--- src/rtl/m_axi_pkg.sv ---
// Shared types and constants for the single-outstanding AXI command initiator.
// Holds the FSM state encoding, AXI response codes, bus widths and the
// packed record used to hold a latched command.
package m_axi_pkg;

    localparam int ID_W   = 4;
    localparam int ADDR_W = 32;
    localparam int DATA_W = 32;
    localparam int STRB_W = DATA_W / 8;

    localparam logic [1:0] RESP_OKAY   = 2'b00;
    localparam logic [1:0] RESP_SLVERR = 2'b10;

    typedef enum logic [2:0] {
        ST_IDLE,
        ST_WR_REQ,
        ST_WR_RESP,
        ST_RD_REQ,
        ST_RD_RESP,
        ST_RSP
    } state_t;

    // Command fields captured on accept and held as the AXI payload.
    typedef struct packed {
        logic [ADDR_W-1:0] addr;
        logic [DATA_W-1:0] wdata;
        logic [STRB_W-1:0] wstrb;
    } cmd_t;

endpackage

--- src/rtl/m_axi_timeout.sv ---
// Response watchdog: loadable down-counter that flags expiry while running.
// Latency: expired is combinational from the count; load takes effect next edge.
// Backpressure: none; the counter simply holds at zero once expired.
// Ports: clk/areset, load + load_val (reload), run (count enable), expired.
module m_axi_timeout #(
    parameter int unsigned CNT_W = 9
) (
    input  logic             clk,
    input  logic             areset,
    input  logic             load,
    input  logic [CNT_W-1:0] load_val,
    input  logic             run,
    output logic             expired
);

    logic [CNT_W-1:0] cnt_q;

    always_ff @(posedge clk or posedge areset) begin
        if (areset) begin
            cnt_q <= '0;
        end else if (load) begin
            cnt_q <= load_val;
        end else if (run && (cnt_q != '0)) begin
            cnt_q <= cnt_q - CNT_W'(1);
        end
    end

    // Only meaningful while running; a stale zero outside the wait states is masked.
    assign expired = run && (cnt_q == '0);

endmodule

--- src/rtl/m_axi_cmd.sv ---
// Single-outstanding AXI initiator: command/response port to one-beat AW/W/B or AR/R.
// Latency: accept -> AW/W or AR valid next cycle; best case accept -> rsp_valid 3 cycles.
// Backpressure: cmd_ready low while a transaction is in flight; rsp held until rsp_ready.
// Ports: cmd_* (request in), rsp_* (result out), AXI AW/W/B/AR/R master channels.
// Optional build macro M_AXI_TIMEOUT_EN adds a TIMEOUT_CYCLES watchdog on B/R waits;
// without it the block waits for the response indefinitely.
module m_axi_cmd
    import m_axi_pkg::*;
#(
    parameter int unsigned TIMEOUT_CYCLES = 256
) (
    input  logic              clk,
    input  logic              areset,
    // command / response side
    input  logic              cmd_valid_i,
    output logic              cmd_ready_o,
    input  logic              cmd_write_i,
    input  logic [ADDR_W-1:0] cmd_addr_i,
    input  logic [DATA_W-1:0] cmd_wdata_i,
    input  logic [STRB_W-1:0] cmd_wstrb_i,
    output logic              rsp_valid_o,
    input  logic              rsp_ready_i,
    output logic [DATA_W-1:0] rsp_rdata_o,
    output logic              rsp_err_o,
    // AW channel
    output logic [ID_W-1:0]   awid_o,
    output logic [ADDR_W-1:0] awaddr_o,
    output logic              awvalid_o,
    input  logic              awready_i,
    // W channel
    output logic [ID_W-1:0]   wid_o,
    output logic [DATA_W-1:0] wdata_o,
    output logic [STRB_W-1:0] wstrb_o,
    output logic              wlast_o,
    output logic              wvalid_o,
    input  logic              wready_i,
    // AR channel
    output logic [ID_W-1:0]   arid_o,
    output logic [ADDR_W-1:0] araddr_o,
    output logic              arvalid_o,
    input  logic              arready_i,
    // R channel
    input  logic [ID_W-1:0]   rid_i,
    input  logic [DATA_W-1:0] rdata_i,
    input  logic [STRB_W-1:0] rstrb_i,
    input  logic              rlast_i,
    input  logic              rvalid_i,
    output logic              rready_o,
    // B channel
    input  logic [ID_W-1:0]   bid_i,
    input  logic [1:0]        bresp_i,
    input  logic              bvalid_i,
    output logic              bready_o
);

    state_t            state_q, state_d;
    cmd_t              cmd_q;
    logic [ID_W-1:0]   id_q;
    logic [DATA_W-1:0] rdata_q;
    logic              err_q;
    logic              aw_done_q, w_done_q;

    logic accept, aw_hs, w_hs, ar_hs, b_hs, r_hs, rsp_hs;
    logic tmo_expired;
    logic unused_ok;

    // Valids are decoded from registered state only, so they never look at
    // their ready and drop the instant areset asserts.
    assign cmd_ready_o = (state_q == ST_IDLE);
    assign awvalid_o   = (state_q == ST_WR_REQ) && !aw_done_q;
    assign wvalid_o    = (state_q == ST_WR_REQ) && !w_done_q;
    assign wlast_o     = wvalid_o;
    assign arvalid_o   = (state_q == ST_RD_REQ);
    assign bready_o    = (state_q == ST_WR_RESP);
    assign rready_o    = (state_q == ST_RD_RESP);
    assign rsp_valid_o = (state_q == ST_RSP);
    assign rsp_rdata_o = rdata_q;
    assign rsp_err_o   = err_q;

    assign awid_o   = id_q;
    assign wid_o    = id_q;
    assign arid_o   = id_q;
    assign awaddr_o = cmd_q.addr;
    assign araddr_o = cmd_q.addr;
    assign wdata_o  = cmd_q.wdata;
    assign wstrb_o  = cmd_q.wstrb;

    assign accept = cmd_valid_i && cmd_ready_o;
    assign aw_hs  = awvalid_o && awready_i;
    assign w_hs   = wvalid_o && wready_i;
    assign ar_hs  = arvalid_o && arready_i;
    assign b_hs   = bvalid_i && bready_o;
    assign r_hs   = rvalid_i && rready_o;
    assign rsp_hs = rsp_valid_o && rsp_ready_i;

`ifdef M_AXI_TIMEOUT_EN
    localparam int unsigned TMO_W = $clog2(TIMEOUT_CYCLES) + 1;

    logic tmo_load, tmo_run;

    // Reload on every entry into a response wait so each wait gets a full budget.
    assign tmo_load = (state_d != state_q) &&
                      ((state_d == ST_WR_RESP) || (state_d == ST_RD_RESP));
    assign tmo_run  = (state_q == ST_WR_RESP) || (state_q == ST_RD_RESP);

    m_axi_timeout #(
        .CNT_W (TMO_W)
    ) u_timeout (
        .clk      (clk),
        .areset   (areset),
        .load     (tmo_load),
        .load_val (TMO_W'(TIMEOUT_CYCLES - 1)),
        .run      (tmo_run),
        .expired  (tmo_expired)
    );
`else
    assign tmo_expired = 1'b0;
`endif

    // R strobes carry no information for a single-beat read.
    assign unused_ok = ^{rstrb_i, (TIMEOUT_CYCLES != 0)};

    always_comb begin
        state_d = state_q;
        unique case (state_q)
            ST_IDLE: begin
                if (cmd_valid_i) state_d = cmd_write_i ? ST_WR_REQ : ST_RD_REQ;
            end
            ST_WR_REQ: begin
                // AW and W may finish in either order or in the same cycle.
                if ((aw_done_q || aw_hs) && (w_done_q || w_hs)) state_d = ST_WR_RESP;
            end
            ST_WR_RESP: begin
                if (bvalid_i || tmo_expired) state_d = ST_RSP;
            end
            ST_RD_REQ: begin
                if (arready_i) state_d = ST_RD_RESP;
            end
            ST_RD_RESP: begin
                if (rvalid_i || tmo_expired) state_d = ST_RSP;
            end
            ST_RSP: begin
                if (rsp_ready_i) state_d = ST_IDLE;
            end
            default: state_d = ST_IDLE;
        endcase
    end

    always_ff @(posedge clk or posedge areset) begin
        if (areset) begin
            state_q <= ST_IDLE;
        end else begin
            state_q <= state_d;
        end
    end

    always_ff @(posedge clk or posedge areset) begin
        if (areset) begin
            cmd_q     <= '0;
            id_q      <= '0;
            rdata_q   <= '0;
            err_q     <= 1'b0;
            aw_done_q <= 1'b0;
            w_done_q  <= 1'b0;
        end else begin
            if (accept) begin
                cmd_q.addr  <= cmd_addr_i;
                cmd_q.wdata <= cmd_wdata_i;
                cmd_q.wstrb <= cmd_wstrb_i;
                rdata_q     <= '0;
                err_q       <= 1'b0;
                aw_done_q   <= 1'b0;
                w_done_q    <= 1'b0;
            end
            if (aw_hs) aw_done_q <= 1'b1;
            if (w_hs)  w_done_q  <= 1'b1;

            // A real response wins over a watchdog expiry in the same cycle.
            if (b_hs) begin
                err_q <= (bresp_i != RESP_OKAY) || (bid_i != id_q);
            end else if (r_hs) begin
                rdata_q <= rdata_i;
                err_q   <= (rid_i != id_q) || !rlast_i;
            end else if (tmo_expired && (bready_o || rready_o)) begin
                rdata_q <= '0;
                err_q   <= 1'b1;
            end

            // ar_hs needs no bookkeeping: the FSM leaves RD_REQ on it directly.
            if (rsp_hs) id_q <= id_q + ID_W'(1);
        end
    end

    logic unused_ar_hs;
    assign unused_ar_hs = ar_hs;

endmodule
--- config.mk ---
export PLATFORM = sky130hd
export DESIGN_NAME = m_axi_cmd
export DESIGN_NICKNAME = d
export VERILOG_FILES = /design/src/rtl/m_axi_pkg.sv /design/src/rtl/m_axi_timeout.sv /design/src/rtl/m_axi_cmd.sv
export SDC_FILE = /design/constraint.sdc
export NUM_CORES = 1
export LEC_CHECK = 0
export CORE_ASPECT_RATIO = 2
export CORE_MARGIN = 8
export CORE_UTILIZATION = 38
export CTS_BUF_LIST = sky130_fd_sc_hd__clkbuf_8 sky130_fd_sc_hd__clkbuf_16
export DETAILED_ROUTE_END_ITERATION = 10
export PLACE_DENSITY = 0.81
export SYNTH_ARGS = -nofsm -noshare
export SYNTH_HDL_FRONTEND = slang
export SYNTH_HIERARCHICAL = 1
export SYNTH_SLANG_ARGS = --single-unit
--- constraint.sdc ---
create_clock -name clk -period 4.3 [get_ports clk]
set_input_delay 1.075 -clock clk [delete_from_list [all_inputs] [get_ports clk]]
set_output_delay 1.075 -clock clk [all_outputs]
set_load 0.03 [all_outputs]
Word level (Yosys, flattened, before mapping)

Cells that the tools add are included.

Flip-flop bits (word level): 110
Bits of input ports: 125
Output and inout port bits: 153
Word-level logic and storage cells: 61

Add/sub/neg operators: 1
Equal/unequal tests: 13
Muxes and demuxes: 16
Reduce and logical (&&, ||, !) cells: 22

Operators with widths:

| kind                                                                  | number |
|---|---|
| 32-bit two-way mux                                                    | 3 |
| 3-bit two-way mux                                                     | 6 |
| 3-bit case mux with 6 select lines                                    | 1 |
| 1-bit logical AND                                                     | 9 |
| 4-bit != test                                                         | 2 |
| 3-bit by 2-bit equality test with 1-bit output, second input constant | 2 |
| 3-bit equality test, second input constant                            | 2 |
| 2-bit by 1-bit != test with 1-bit output, second input constant       | 3 |
| 2-bit != test, second input constant                                  | 3 |
| 6-bit AND reduction                                                   | 1 |
| 2-bit nonzero test                                                    | 3 |
| 1-bit two-way mux                                                     | 5 |
| 4-bit by 1-bit adder with 4-bit output, second input constant         | 1 |
| 1-bit logical OR                                                      | 4 |
| 3-bit by 1-bit equality test with 1-bit output, second input constant | 1 |
| 1-bit zero test                                                       | 3 |
| 3-bit zero test                                                       | 1 |
| 3-bit nonzero test                                                    | 1 |
| 2-bit two-way mux                                                     | 1 |

Depth between registers and ports, before layout

Gate-level depths: netlist of run 1.

Word-level depth: 7
Gate-level depth with buffers: 6
Mapped depth without buffers: 4

Worst setup path before layout of run 1

No wires, ideal clock.

Path type: reg-to-output
From: register state_q[2]
To: output wvalid_o
Data arrival time: 1.804 ns
Required time: 3.225 ns
Slack: 1.421 ns
Stages on the path, launching flop included: 5
Buffers on the path: 2
Cells stage by stage: dfrtp_1 -> clkbuf_1 -> nand2b_1 -> nor3_1 -> buf_4

Longest elaborated chain between the ends: 2

RTL lines:

| element                                        | RTL line         | text |
|---|---|---|
| start, declared                                | m_axi_cmd.sv:56  | `state_t state_q, state_d;` |
| start signal, assigned                         | m_axi_cmd.sv:153 | `state_q <= state_d;` |
| 3-bit by 1-bit equality test with 1-bit output | m_axi_cmd.sv:71  | `assign wvalid_o = (state_q == ST_WR_REQ) && !w_done_q;` |
| 1-bit logical AND                              | m_axi_cmd.sv:71  |  |
| end, declared                                  | m_axi_cmd.sv:35  | `output logic wvalid_o,` |

No other way between the ends.

Worst setup path after layout of run 1

From: register state_q[0]
To: output wvalid_o

The elaborated chain is that of the path after synthesis.

==> flow_metrics.py, run 1 <==
metrics = {
    "final_layout": {
        "final_layout_size_suffix_gt1_frac": 0.147,
        "area_delta_synth_final_pct": 62.7,
        "fin_util": 0.625,
        "layout.cells.non_filler": 719,
        "nets": 693,
        "fillers": 986,
        "antenna_cells": 0,
    },
    "cts": {
        "numCtsBuffers": 9,
        "clk_pin_slew_ns": 0.08,
        "insertion_delay_ns": 0.34,
        "root_buffer": "clkbuf_16",
        "cts_max_path_buffers": 2,
        "cts.sinks": 110,
        "ctsHoldBuffers": 0,
        "post_cts_resized": 0,
        "postCtsSetupBuffers": 0,
        "cts_tree": "yes",
        "cts_htree_levels": 3,
    },
    "floorplanning": {
        "die_w_um": 94.0,
        "io_pins": 278,
        "start_util": 0.384,
        "design.core.area_um2": 12100,
        "rows": 57,
        "die_area_um2": 16200,
        "fp.dieH_um": 172,
    },
    "logic_synthesis": {
        "yosysSeqAreaShare": 0.595,
        "yosysUniqueCellTypes": 32,
        "yosysTopAreaCell": "dfrtp_1",
        "synth_commonest_cells": "dfrtp_1, mux2_2, buf_4",
        "syn_area_um2": 4630,
        "synthTopCellsByArea": "dfrtp_1, mux2_2, buf_4, a22o_1, mux2_1",
        "yosysWarnings": 6,
        "yosys-mux-area-fraction": 0.172,
        "synth_xor_area_frac": 0.0208,
        "synth_nets": 463,
        "ys_ff_latch": 110,
        "synth.top_cell.area_share": 0.595,
        "synth_flop_cell": "dfrtp_1",
        "avgSynthCellArea_um2": 13.7,
        "async_reset_ff_frac": 1.00,
        "synth_edf_count": 0,
        "synthSimpleGateAreaFrac": 0.0468,
        "synth_top_family_by_area": "multiplexers",
        "synth_compound_area_frac": 0.0765,
        "netlist_instances": 337,
        "synthAdderAreaFrac": 0.00270,
        "yosysMostFrequentCell": "dfrtp_1",
    },
    "drt": {
        "num_vias": 3590,
        "wirelength_um": 14600,
        "ant_nets": 0,
        "drt_iter0_drc": 92,
        "wl_per_cell_um": 20.3,
        "viasPerCell": 4.99,
        "drt_first_pass_iters": 4,
        "post-route-drc-count": 0,
    },
    "timing": {
        "min_period_ns": 3.38,
        "relSlewSlack": 0.508,
        "tightest_slew_ns": 0.738,
        "finClkSkew_ns": 0.0102,
        "min_period_over_period": 0.786,
        "setup-violations-final": 0,
        "holdWs_ns": 0.488,
        "hold_viol_final": 0,
        "rsz0062_at_grt": "false",
        "tns_ns": 0,
        "drv_slew": 0,
        "max_freq_ghz": 0.296,
    },
    "run_status": {
        "status": "complete, no violations",
    },
    "pwr": {
        "p_leak_uw": 0.00315,
        "irDropWorstVdd_v": 0.000618,
        "total_power_uw": 6440,
        "powerDensity_nw_per_um2": 856,
    },
    "placement": {
        "finalWeightedCongestion": 0.811,
        "place_inst": 703,
        "hpwl_um": 11500,
        "port_buffers": 273,
    },
    "hold_path": {
        "min_delay_path_depth": 1,
        "min_path_type": "register to register",
    },
    "setup_path": {
        "required_ns": 3.22,
        "startpoint_type": "register",
        "end_kind": "output port",
        "cp_data_arrival_time_ns": 2.31,
        "reg2reg_depth": 3,
        "critPathKind": "register to output port",
        "critPathMaxFanout": 18,
    },
    "grt": {
        "grt_first_pass_wirelength_um": 21800,
        "grt_overflow_total": 0,
        "grt_max_degree": 60,
        "first_global_vias": 3931,
        "grt_util_all_layers": 0.176,
        "antenna_found_initial": 0,
    },
    "job": {
        "max_cap_viol_count": 0,
    },
}
==> layout by cell type, fill, tap and decap left out <==
master           count
clkdlybuf4s50_1    273
dfrtp_1            110
mux2_2              60
a22o_1              32
mux2_1              10
nor2_1              10
clkbuf_16            9
nor3_1               8
xor2_1               7
a21oi_1              6
nand2_1              5
nand2b_1             4
xnor2_1              4
buf_4                4
inv_1                2
nor2b_1              2
and3_1               2
inv_8                2
nor4b_4              1
nor4bb_4             1
nor2_2               1
and2_1               1
inv_4                1
and4_1               1
nand3_1              1
nor4_1               1
nand4_1              1
mux2i_1              1
a32oi_1              1
o21ai_0              1
o31ai_1              1
o22a_1               1
o22ai_1              1
o211ai_1             1
ha_1                 1
clkinvlp_4           1
inv_6                1
bufinv_16            1
clkinv_4             1
buf_12               1
==> layer usage <==
layer  vias up  share of wire  track usage
li1       1613              -            -
met1      1780           0.33        0.172
met2       168           0.56        0.326
met3        29          0.069       0.0443
met4         0          0.037       0.0903
met5         -              0            0
==> metrics by stage <==
step | setup WS [ns] | cell area, um^2
floorplan | 0.323 | 4630
global placement | 1.33 | 7220
detailed placement | 1.30 | 7220
CTS | 0.903 | 7530
global route | 0.810 | 7530
finish | 0.918 | 7530
==> sequential cells by signal (all words and copies together) (netlist names) <==
name,flops
arid_o,4
aw_done_q,1
w_done_q,1
rsp_err_o,1
state_q,3
wdata_o,32
wstrb_o,4
rsp_rdata_o,32
araddr_o,32
==> worst max-delay path, stage by stage (launching register included) <==
cell	delay [ns]
dfrtp_1	0.75
nand2b_1	0.23
nor3_1	0.26
clkdlybuf4s50_1	0.73
==> cell type report <==
type	instances	area, um^2	share of cell area
repair buffers	278	2780	0.369
flip-flops and latches	110	2750	0.366
clock buffers	9	225	0.0299
clock inverters	7	81.3	0.0108
inverters	2	10.0	0.00133
multi-input cells	166	1500	0.199
well taps	147	184	0.0244
==> path summary, 6_finish.rpt <==
check | end | slack, ns | start
max reg2reg | araddr_o[9]$_DFFE_PP0P_ | 2.23 | state_q[0]$_DFFE_PP0P_
min | wdata_o[10]$_DFFE_PP0P_ | 0.49 | wdata_o[10]$_DFFE_PP0P_
min reg2reg | wdata_o[10]$_DFFE_PP0P_ | 0.49 | wdata_o[10]$_DFFE_PP0P_
max | wvalid_o | 0.92 | state_q[0]$_DFFE_PP0P_
max in group asynchronous | wdata_o[21]$_DFFE_PP0P_ | 2.31 | areset
min in group asynchronous | wdata_o[10]$_DFFE_PP0P_ | 1.20 | areset
==> power breakdown <==
| group | total (uW) | switching (uW) | internal [uW] |
|---|---|---|---|
| clock | 857 | 395 | 462 |
| sequential | 1870 | 371 | 1490 |
| combinational | 3720 | 2050 | 1670 |
==> logic make-up (layout without fill, tap and decap cells) <==
logic type	after synthesis	after routing
XOR/XNOR	11	11
multiplexers	71	71
flip-flops	110	110
adder cells (fa/ha/maj)	1	1
buffers and inverters	61	296
AO/OA/AOI/OAI	44	44
AND/OR/NAND/NOR	39	39
(Power assumes the default switching activity.)
==> run 2: changes to the inputs <==
==> constraint.sdc (replaced) <==
create_clock -name clk -period 3.4 [get_ports clk]
set_input_delay 0.85 -clock clk [delete_from_list [all_inputs] [get_ports clk]]
set_output_delay 0.85 -clock clk [all_outputs]
set_load 0.03 [all_outputs]
==> run 2 against run 1 <==
  * Global-route usage shrank 0.41 points
  * Routed wire length shrank 2.5%
  * Sequential cell count is the same
  * Die area is the same
  * Sequential share of layout area is the same
  * Design area is the same
  * First-iteration DRC count grew 61%
  * Critical path type unchanged
  * Largest power group unchanged
==> flow_metrics.py, run 2 (same netlist as run 1, synthesis figures left out) <==
metrics = {
    "timing": {
        "tightest_slew_ns": 0.747,
        "relSlewSlack": 0.502,
        "setup-violations-final": 0,
        "drv_slew": 0,
        "min_period_over_period": 0.883,
        "max_freq_ghz": 0.333,
        "tns_ns": 0,
        "rsz0062_at_grt": "false",
        "finClkSkew_ns": 0.0133,
        "holdWs_ns": 0.493,
        "min_period_ns": 3.00,
        "hold_viol_final": 0,
    },
    "floorplanning": {
        "die_w_um": 94.0,
        "start_util": 0.384,
        "fp.dieH_um": 172,
        "rows": 57,
        "die_area_um2": 16200,
        "design.core.area_um2": 12100,
        "io_pins": 278,
    },
    "placement": {
        "port_buffers": 273,
        "hpwl_um": 11200,
        "finalWeightedCongestion": 0.774,
    },
    "hold_path": {
        "min_delay_path_depth": 1,
        "min_path_type": "register to register",
        "whs_endpoint": "wdata_o[8]$_DFFE_PP0P_",
        "min_from": "wdata_o[8]$_DFFE_PP0P_",
    },
    "drt": {
        "num_vias": 3540,
        "ant_nets": 0,
        "drt_first_pass_iters": 4,
        "wirelength_um": 14200,
        "drt_iter0_drc": 148,
        "viasPerCell": 4.91,
        "post-route-drc-count": 0,
        "wl_per_cell_um": 19.7,
    },
    "cts": {
        "cts_htree_levels": 3,
        "cts_max_path_buffers": 2,
        "ctsHoldBuffers": 0,
        "insertion_delay_ns": 0.34,
        "cts_tree": "yes",
        "post_cts_resized": 0,
        "cts.sinks": 110,
        "postCtsSetupBuffers": 0,
        "numCtsBuffers": 9,
        "clk_pin_slew_ns": 0.08,
        "root_buffer": "clkbuf_16",
    },
    "grt": {
        "grt_util_all_layers": 0.172,
        "grt_first_pass_wirelength_um": 21500,
        "grt_overflow_total": 0,
        "antenna_found_initial": 0,
        "grt_max_degree": 61,
        "first_global_vias": 3891,
    },
    "pwr": {
        "total_power_uw": 8100,
        "powerDensity_nw_per_um2": 1080,
        "irDropWorstVdd_v": 0.000772,
        "p_leak_uw": 0.00314,
    },
    "setup_path": {
        "rrSetupSlack_ns": 1.44,
        "startpoint_type": "register",
        "reg2reg_depth": 3,
        "r2r-start": "state_q[1]$_DFFE_PP0P_",
        "r2r_end": "wdata_o[14]$_DFFE_PP0P_",
        "cp_data_arrival_time_ns": 2.15,
        "required_ns": 2.55,
        "critPathMaxFanout": 13,
        "end_kind": "output port",
        "critPathKind": "register to output port",
    },
    "job": {
        "max_cap_viol_count": 0,
    },
    "final_layout": {
        "area_delta_synth_final_pct": 62.7,
        "final_cell_mix": "clkdlybuf4s50_1, dfrtp_1, mux2_2",
        "antenna_cells": 0,
        "multi_input_area_um2": 1500,
        "seqCellArea_um2": 2750,
        "nets": 695,
        "fillers": 946,
        "final_layout_size_suffix_gt1_frac": 0.152,
        "layout_commonest_cell": "clkdlybuf4s50_1",
    },
    "run_status": {
        "status": "complete, no violations",
    },
}
[run 2: metrics by stage]
step	area, um^2	setup WS (ns)	cells	utilization
after global routing	7530	0.286	721	0.625
after CTS	7530	0.386	721	0.625
after detailed placement	7230	0.707	705	0.600
after global placement	7230	0.731	705	0.600
after floorplan	4630	0.746	337	-
final	7530	0.399	721	0.625
[run 2: cell type report]
| cell class | instances | share of cell area |
|---|---|---|
| multi-input cells | 166 | 0.199 |
| well taps | 147 | 0.0244 |
| clock inverters | 6 | 0.00847 |
| inverters | 2 | 0.00150 |
| clock buffers | 10 | 0.0317 |
| repair buffers | 280 | 0.370 |
| flip-flops and latches | 110 | 0.366 |
[run 2: power by group]
group / internal (uW) / switching (uW)
registers: 1890 / 445
logic: 2120 / 2610
clock network: 538 / 499
[run 2: routing by layer]
metal	global-route usage	vias to the layer above	routed length (um)
met5	0	-	0
met4	0.0709	0	357
met3	0.0491	19	1180
met2	0.315	172	7860
met1	0.175	1741	4840
li1	-	1608	-
[run 2: critical path, stage by stage, from the launching register on]
cell and delay [ns]:
dfrtp_1 0.53, nand2b_1 0.29, nor3_1 0.26, clkdlybuf4s50_1 0.74
[run 2: worst max path at each step]
stage / from / end / slack [ns] / cells after the start
after floorplan: state_q[2]$_DFFE_PP0P_ / wvalid_o / 0.75 / 4
after global placement: cmd_valid_i / wstrb_o[1]$_DFFE_PP0P_ / 0.73 / 4
after detailed placement: cmd_valid_i / araddr_o[22]$_DFFE_PP0P_ / 0.71 / 4
after CTS: state_q[2]$_DFFE_PP0P_ / wvalid_o / 0.39 / 3
after global routing: state_q[2]$_DFFE_PP0P_ / wlast_o / 0.29 / 3
final: state_q[2]$_DFFE_PP0P_ / wvalid_o / 0.40 / 3
==> run 3: changes to the inputs <==
--- a/config.mk
+++ b/config.mk
@@ -10,7 +10,7 @@
 export CORE_UTILIZATION = 38
 export CTS_BUF_LIST = sky130_fd_sc_hd__clkbuf_8 sky130_fd_sc_hd__clkbuf_16
 export DETAILED_ROUTE_END_ITERATION = 10
-export PLACE_DENSITY = 0.81
+export PLACE_DENSITY = 0.78
 export SYNTH_ARGS = -nofsm -noshare
 export SYNTH_HDL_FRONTEND = slang
 export SYNTH_HIERARCHICAL = 1
==> run 3 against run 2 <==
  * Sequential cell count is the same
  * Register-to-register slack lost 0.17 ns
  * Global-route usage rose by 0.63 points
  * Critical path type unchanged
  * Power shrank 0.48%
  * Setup slack worse by 0.018 ns
  * Sequential share of layout area about the same
  * Combinational power about the same
  * Critical endpoint is now wlast_o
==> flow_metrics.py, run 3 (same netlist as run 1, synthesis figures left out) <==
metrics = {
    "floorplanning": {
        "rows": 57,
        "start_util": 0.384,
        "design.core.area_um2": 12100,
        "die_w_um": 94.0,
        "fp.dieH_um": 172,
        "io_pins": 278,
        "die_area_um2": 16200,
    },
    "cts": {
        "root_buffer": "clkbuf_16",
        "post_cts_resized": 0,
        "cts_max_path_buffers": 2,
        "cts_htree_levels": 3,
        "ctsHoldBuffers": 0,
        "clk_pin_slew_ns": 0.07,
        "cts.sinks": 110,
        "cts_tree": "yes",
        "postCtsSetupBuffers": 0,
        "insertion_delay_ns": 0.34,
        "numCtsBuffers": 9,
    },
    "drt": {
        "post-route-drc-count": 0,
        "ant_nets": 0,
        "wirelength_um": 14700,
        "drt_first_pass_iters": 5,
        "viasPerCell": 4.96,
        "wl_per_cell_um": 20.4,
        "num_vias": 3573,
        "drt_iter0_drc": 65,
    },
    "placement": {
        "placed_area_um2": 7250,
        "port_buffers": 273,
        "finalWeightedCongestion": 0.781,
        "hpwl_um": 11700,
    },
    "grt": {
        "grt_max_degree": 56,
        "grt_util_all_layers": 0.178,
        "grt_overflow_total": 0,
        "first_global_vias": 4004,
        "grt_first_pass_wirelength_um": 22100,
        "antenna_found_initial": 0,
    },
    "hold_path": {
        "min_path_type": "register to register",
        "min_delay_path_depth": 1,
        "whs_endpoint": "wdata_o[6]$_DFFE_PP0P_",
        "min_from": "wdata_o[6]$_DFFE_PP0P_",
    },
    "final_layout": {
        "final_layout_size_suffix_gt1_frac": 0.152,
        "nets": 696,
        "layout_commonest_cell": "clkdlybuf4s50_1",
        "final_design_area_no_fill_um2": 7520,
        "fin_util": 0.624,
        "area_delta_synth_final_pct": 62.5,
        "final_cell_mix": "clkdlybuf4s50_1, dfrtp_1, mux2_2",
        "antenna_cells": 0,
    },
    "pwr": {
        "p_leak_uw": 0.00313,
        "p_int_uw": 4510,
        "switchingPower_uw": 3550,
        "p_clk_frac": 0.123,
        "total_power_uw": 8060,
        "p_seq_frac": 0.290,
        "p_comb_frac": 0.588,
        "irDropWorstVdd_v": 0.000652,
        "powerDensity_nw_per_um2": 1070,
        "switching_share": 0.441,
    },
    "setup_path": {
        "rrSetupSlack_ns": 1.27,
        "startpoint_type": "register",
        "r2r_end": "araddr_o[1]$_DFFE_PP0P_",
        "cp_data_arrival_time_ns": 2.17,
        "r2r-start": "state_q[1]$_DFFE_PP0P_",
        "reg2reg_depth": 3,
        "critPathMaxFanout": 13,
        "critPathKind": "register to output port",
        "end_kind": "output port",
        "required_ns": 2.55,
    },
    "timing": {
        "setup-violations-final": 0,
        "max_freq_ghz": 0.331,
        "min_period_ns": 3.02,
        "hold_viol_final": 0,
        "min_period_over_period": 0.888,
        "drv_slew": 0,
        "tns_ns": 0,
        "tightest_slew_ns": 0.797,
        "relSlewSlack": 0.468,
        "rsz0062_at_grt": "false",
        "finClkSkew_ns": 0.00779,
    },
    "run_status": {
        "status": "complete, no violations",
    },
    "job": {
        "max_cap_viol_count": 0,
    },
}
run 3: cell count changes in the layout (fill, tap and decap cells not counted):
cell,previous run,this run
buf_12,0,1
clkbuf_8,1,0
clkinv_2,0,1
clkinv_4,1,0
clkinv_8,1,0
clkinvlp_4,2,4
inv_8,2,1
run 3: layer usage:
metal  part of all wire  vias to the layer above  track usage
met5                  0                        -            0
met4              0.027                        0       0.0806
met3              0.072                       21       0.0465
met2               0.55                      175        0.328
met1               0.35                     1772        0.180
li1                   -                     1605            -
run 3: power by group through the flow:
| stage | Clock, uW | Sequential [uW] | Combinational, uW |
|---|---|---|---|
| after floorplan | 0 | 3370 | 1930 |
| after global placement | 0 | 2330 | 4720 |
| after detailed placement | 0 | 2370 | 4790 |
| after CTS | 1020 | 2350 | 4810 |
| after global routing | 1080 | 2430 | 4940 |
| final | 989 | 2340 | 4740 |
run 3: worst max-delay path, cell delays in order, from the launching register on:
cell and delay, ns:
dfrtp_1 0.54, nand2b_1 0.29, nor3_1 0.26, clkdlybuf4s50_1 0.73
run 3: worst max-delay path by stage:
stage                           start                        to  slack [ns]
5_1_grt        state_q[1]$_DFFE_PP0P_                  bready_o        0.28
4_1_cts        state_q[2]$_DFFE_PP0P_                  wvalid_o        0.38
3_3_place_gp              cmd_valid_i   wdata_o[18]$_DFFE_PP0P_        0.61
2_1_floorplan  state_q[2]$_DFFE_PP0P_                  wvalid_o        0.75
6_report       state_q[2]$_DFFE_PP0P_                   wlast_o        0.38
3_5_place_dp              cmd_valid_i  araddr_o[18]$_DFFE_PP0P_        0.55
run 3: cell type report:
| type | instances | area [um^2] |
|---|---|---|
| Clock buffer | 9 | 225 |
| Inverter | 2 | 11.3 |
| Sequential cell | 110 | 2750 |
| Clock inverter | 6 | 47.5 |
| Multi-Input combinational cell | 166 | 1500 |
| Timing Repair Buffer | 281 | 2810 |
| Fill cell | 979 | 4530 |
| Tap cell | 147 | 184 |
run 3: metrics by stage:
step | setup slack, ns | hold WS (ns) | cells
2_1_floorplan | 0.746 | 0.522 | 337
3_3_place_gp | 0.615 | 0.471 | 706
3_5_place_dp | 0.546 | 0.478 | 706
4_1_cts | 0.377 | 0.496 | 721
5_1_grt | 0.280 | 0.517 | 721
6_report | 0.380 | 0.489 | 721
==> RTL edit 1, RTL diff (flow settings as in run 2) <==
Add a define of `M_AXI_TIMEOUT_EN`.
--- a/src/rtl/m_axi_cmd.sv
+++ b/src/rtl/m_axi_cmd.sv
@@ -5,4 +5,6 @@
 // Optional build macro M_AXI_TIMEOUT_EN adds a TIMEOUT_CYCLES watchdog on B/R waits;
 // without it the block waits for the response indefinitely.
+`define M_AXI_TIMEOUT_EN
+
 module m_axi_cmd
     import m_axi_pkg::*;
Formal check against the unedited RTL: no difference found for any inputs over 10 cycles, from zero or initial values and one cycle with areset high; that may be too few to reach the edited logic, so the function may still have changed.
==> RTL edit 1 against run 2 <==
Sequential cell count increased by 9. Maximum frequency decreased by 2.5%. Sequential power increased by 10%. Wire length increased by 24%. Setup slack got worse by 0.078 ns. Area after synthesis increased by 15%. Power increased by 17%. Final cell count increased by 39%. Non-clock buffer count increased by 5. Final area increased by 14%. Critical path depth increased by 11. Largest cell class is now registers. Highest routed layer unchanged.
==> RTL edit 1: results (changes against run 2) <==
metric,value,unit,change
hold_depth,2,,+1
place.gp.congestion,0.852,,+10%
hp-start,wdata_o[5],,
reg2reg_from,state_q[2],,
place_area,8010,um^2,+11%
multi_input_area_share,22.1,%,+2.2 points
ys_types,53,,+66%
clk_share,6.72,%,+2.7 points
synth_area_per_cell,9.57,um^2,-30%
status,completed,,
fin_area,8600,um^2,+14%
grt_pass1_wl,27200,um,+26%
timing.hold.ws,0.472,ns,-0.0209 ns
nNonClkBuffers,285,,+1.8%
r2r_slack,0.32,ns,-1.12 ns
crit_type,reg2reg,,
insertedDiodeCount,2,,+2
clk_latency,0.40,ns,+0.06 ns
n_fill_cell,1134,,+20%
inv_count,8,,+6
numCtsBuffers,17,,+8
hpwl,13600,um,+21%
path_delay_family,compound AO/OA/AOI/OAI gates,,
multi_input_comb_cells,368,,+120%
dp.cells,969,,+37%
seqPwrFrac,27.1,%,-1.7 points
r2r_cells,14,,+11
via_per_inst,4.75,,-3.2%
cp_slowest_cell,dfrtp_1,,
[RTL edit 1: cell types whose count changed in the layout (fill, tap and decap cells not counted), moves of 4 or more]
cell,delta
buf_12,+4
o21ai_0,+5
mux2_1,-10
or2_2,+5
clkbuf_16,+8
mux2_2,-59
dfrtp_1,+9
conb_1,+9
inv_1,+6
nor2_1,+4
nand2_1,+212
[RTL edit 1: worst reg2reg max path: stages, from the launching register on]
cell      delay (ns)
dfrtp_1         0.43
nand2b_2        0.25
o21ai_2         0.25
nand2_1         0.12
nor3_1          0.18
buf_4           0.16
nor2_1          0.06
o21ba_2         0.19
o21ai_0         0.20
a21oi_1         0.10
a211oi_1        0.19
buf_4           0.25
inv_1           0.16
o311a_1         0.16
a221o_1         0.26
[RTL edit 1: per-layer routing]
layer	GRT usage, %	wire length (um)
met1	18.6	6190
met2	36.8	9930
met4	8.91	430
met3	4.98	1120
met5	0	0
[RTL edit 1: timing repair]
action	CTS	global route
buffers inserted	0	0
gates resized for setup	0	3
setup endpoints to repair	0	4
==> RTL edit 2, RTL diff (settings of run 2) <==
Without the edit above. Make the reset (`areset`) synchronous in 2 clocked blocks.
--- a/src/rtl/m_axi_cmd.sv
+++ b/src/rtl/m_axi_cmd.sv
@@ -147,5 +147,5 @@
     end
 
-    always_ff @(posedge clk or posedge areset) begin
+    always_ff @(posedge clk) begin
         if (areset) begin
             state_q <= ST_IDLE;
@@ -155,5 +155,5 @@
     end
 
-    always_ff @(posedge clk or posedge areset) begin
+    always_ff @(posedge clk) begin
         if (areset) begin
             cmd_q     <= '0;
Formal check against the unedited RTL: differs if areset is asserted again (counterexample within 4 cycles, from zero or initial values and one cycle with areset high); with areset held inactive, the same outputs for 10 cycles.
==> RTL edit 2 against run 2 <==
Final area shrank 3.9%. Sequential share of layout area shrank 6.1 points. Area after synthesis shrank 2.8%. Setup slack lost 0.26 ns. Wire length grew 10%. Sequential cell count is the same. Utilization shrank 0.26 points. Highest routed layer unchanged.
Power is not compared: it rests on default switching activity, and its combinational part moved more than twofold at a synthesized area within 25%.
==> RTL edit 2: results (changes against run 2) <==
metric,value,unit,change
ys_top_cells_by_count,"175 x nand2_1, 110 x dfxtp_1, 105 x a21oi_1",,
power.internal,2.39,mW,
whs_endpoint,wdata_o[27],,
ys_seq_area_share,48.9,%,-11 points
ys_types,34,,+6.3%
hp-start,wdata_o[27],,
cp.arrival,2.41,ns,+0.26 ns
tightest_slew,0.671,ns,-0.0753 ns
grt_pass1_vias,4482,,+15%
hpwl,12300,um,+9.5%
cts.path.max_buffers,2,,unchanged
synth_compound_area_share,13.1,%,+5.5 points
routed_wl,15700,um,+10%
grt_pass1_wl,23300,um,+8.2%
via_per_inst,4.96,,+1.0%
hold_depth,2,,+1
synth-xor-area-share,1.56,%,-0.52 points
syn-num-nets,688,,+49%
antenna_found_initial,0,,unchanged
status,completed,,
synthMuxAreaShare,0.695,%,-17 points
post_cts_buffers,0,,unchanged
htree_levels,3,,unchanged
cp-start-kind,flop,,
synthAdderAreaFrac,0.278,%,+0.0077 points
fin_skew,0.0105,ns,-0.00278 ns
drive_gt1_share,3.88,%,-11 points
p_leak,2.56,nW,
nets,896,,+29%
drtIter0Drc,233,,+57%
reg2reg_from,state_q[2],,
crit_path_start,state_q[0],,
hold_path.class,reg2reg,,
clk_pin_slew_worst_paths,0.07,ns,
place.gp.congestion,0.820,,+6.0%
place_area,6970,um^2,-3.6%
r2r_slack,1.51,ns,+0.07 ns
yosys_warnings,6,,unchanged
ys_async_sr_fraction,0,%,-100 points
grt.total_usage,18.7,%,+1.5 points
critical_path.max_fanout,12,,-1
r2r_cells,5,,+2
synth.top_cells.by_area,"dfxtp_1 49%, nand2_1 15%, a21oi_1 12%",,
port_buffers,273,,unchanged
drc,0,,unchanged
slowest_delay,0.75,ns,
ir_worst_vdd,0.313,mV,
root_buffer,clkbuf_16,,
drt-pass1-iter-count,4,,unchanged
rr_endpoint,araddr_o[14],,
grt_max_degree,63,,+3.3%
## RTL edit 2: cell types whose count changed in the layout (fill, tap and decap cells not counted), sizes merged, moves of 4 or more
cell and delta:
a21oi +99, a22o -32, nand2 +170, nand3 +32
mux2 -69, xor2 -4, dfrtp -110, dfxtp +110
nor3 -5, inv +4
## RTL edit 2: worst max-delay path by stage
stage / slack (ns) / endpoint
after floorplan: 0.86 / wvalid_o
after CTS: 0.13 / wvalid_o
final: 0.14 / wvalid_o
after global routing: 0.02 / wvalid_o
after detailed placement: 0.51 / wvalid_o
after global placement: 0.52 / wvalid_o
## RTL edit 2: power groups by stage
stage / sequential [mW] / combinational [mW] / clock [mW]
floorplan: 1.68 / 0.529 / 0
global placement: 1.50 / 1.16 / 0
detailed placement: 1.51 / 1.18 / 0
CTS: 1.48 / 1.18 / 1.01
global route: 1.49 / 1.24 / 1.06
finish: 1.48 / 1.17 / 0.971
## RTL edit 2: area by class of cell
class	instances	area (um^2)
clock inverters	6	46.3
well taps	145	181
fillers	990	4390
flip-flops and latches	110	2200
multi-input cells	363	1740
inverters	6	22.5
repair buffers	280	2820
clock buffers	9	225
## RTL edit 2: kinds of logic after synthesis
family,Yosys count
flops,110
fa+ha+maj,1
xor+xnor,8
simple gates,237
buf+inv,89
compound gates,114
mux,3
## RTL edit 2: tightest hold or removal path, cell delays in order (launching register included)
cell     delay (ns)
dfxtp_1        0.31
nand2_1        0.05
a21oi_1        0.05
## RTL edit 2: through the flow
stage,hold slack [ns],cells,setup slack [ns]
5_1_grt,0.471,919,0.0191
6_report,0.455,919,0.136
3_3_place_gp,0.441,904,0.520
4_1_cts,0.456,919,0.134
2_1_floorplan,0.453,562,0.863
3_5_place_dp,0.446,904,0.510
## RTL edit 2: per-layer routing
metal	global-route usage (%)	share of wire [%]	vias up	wire [um]
li1	-	-	2207	-
met1	18.0	34	2076	5330
met3	4.94	7.4	49	1160
met5	0	0	-	0
met2	33.7	53	227	8350
met4	12.0	5.3	0	839
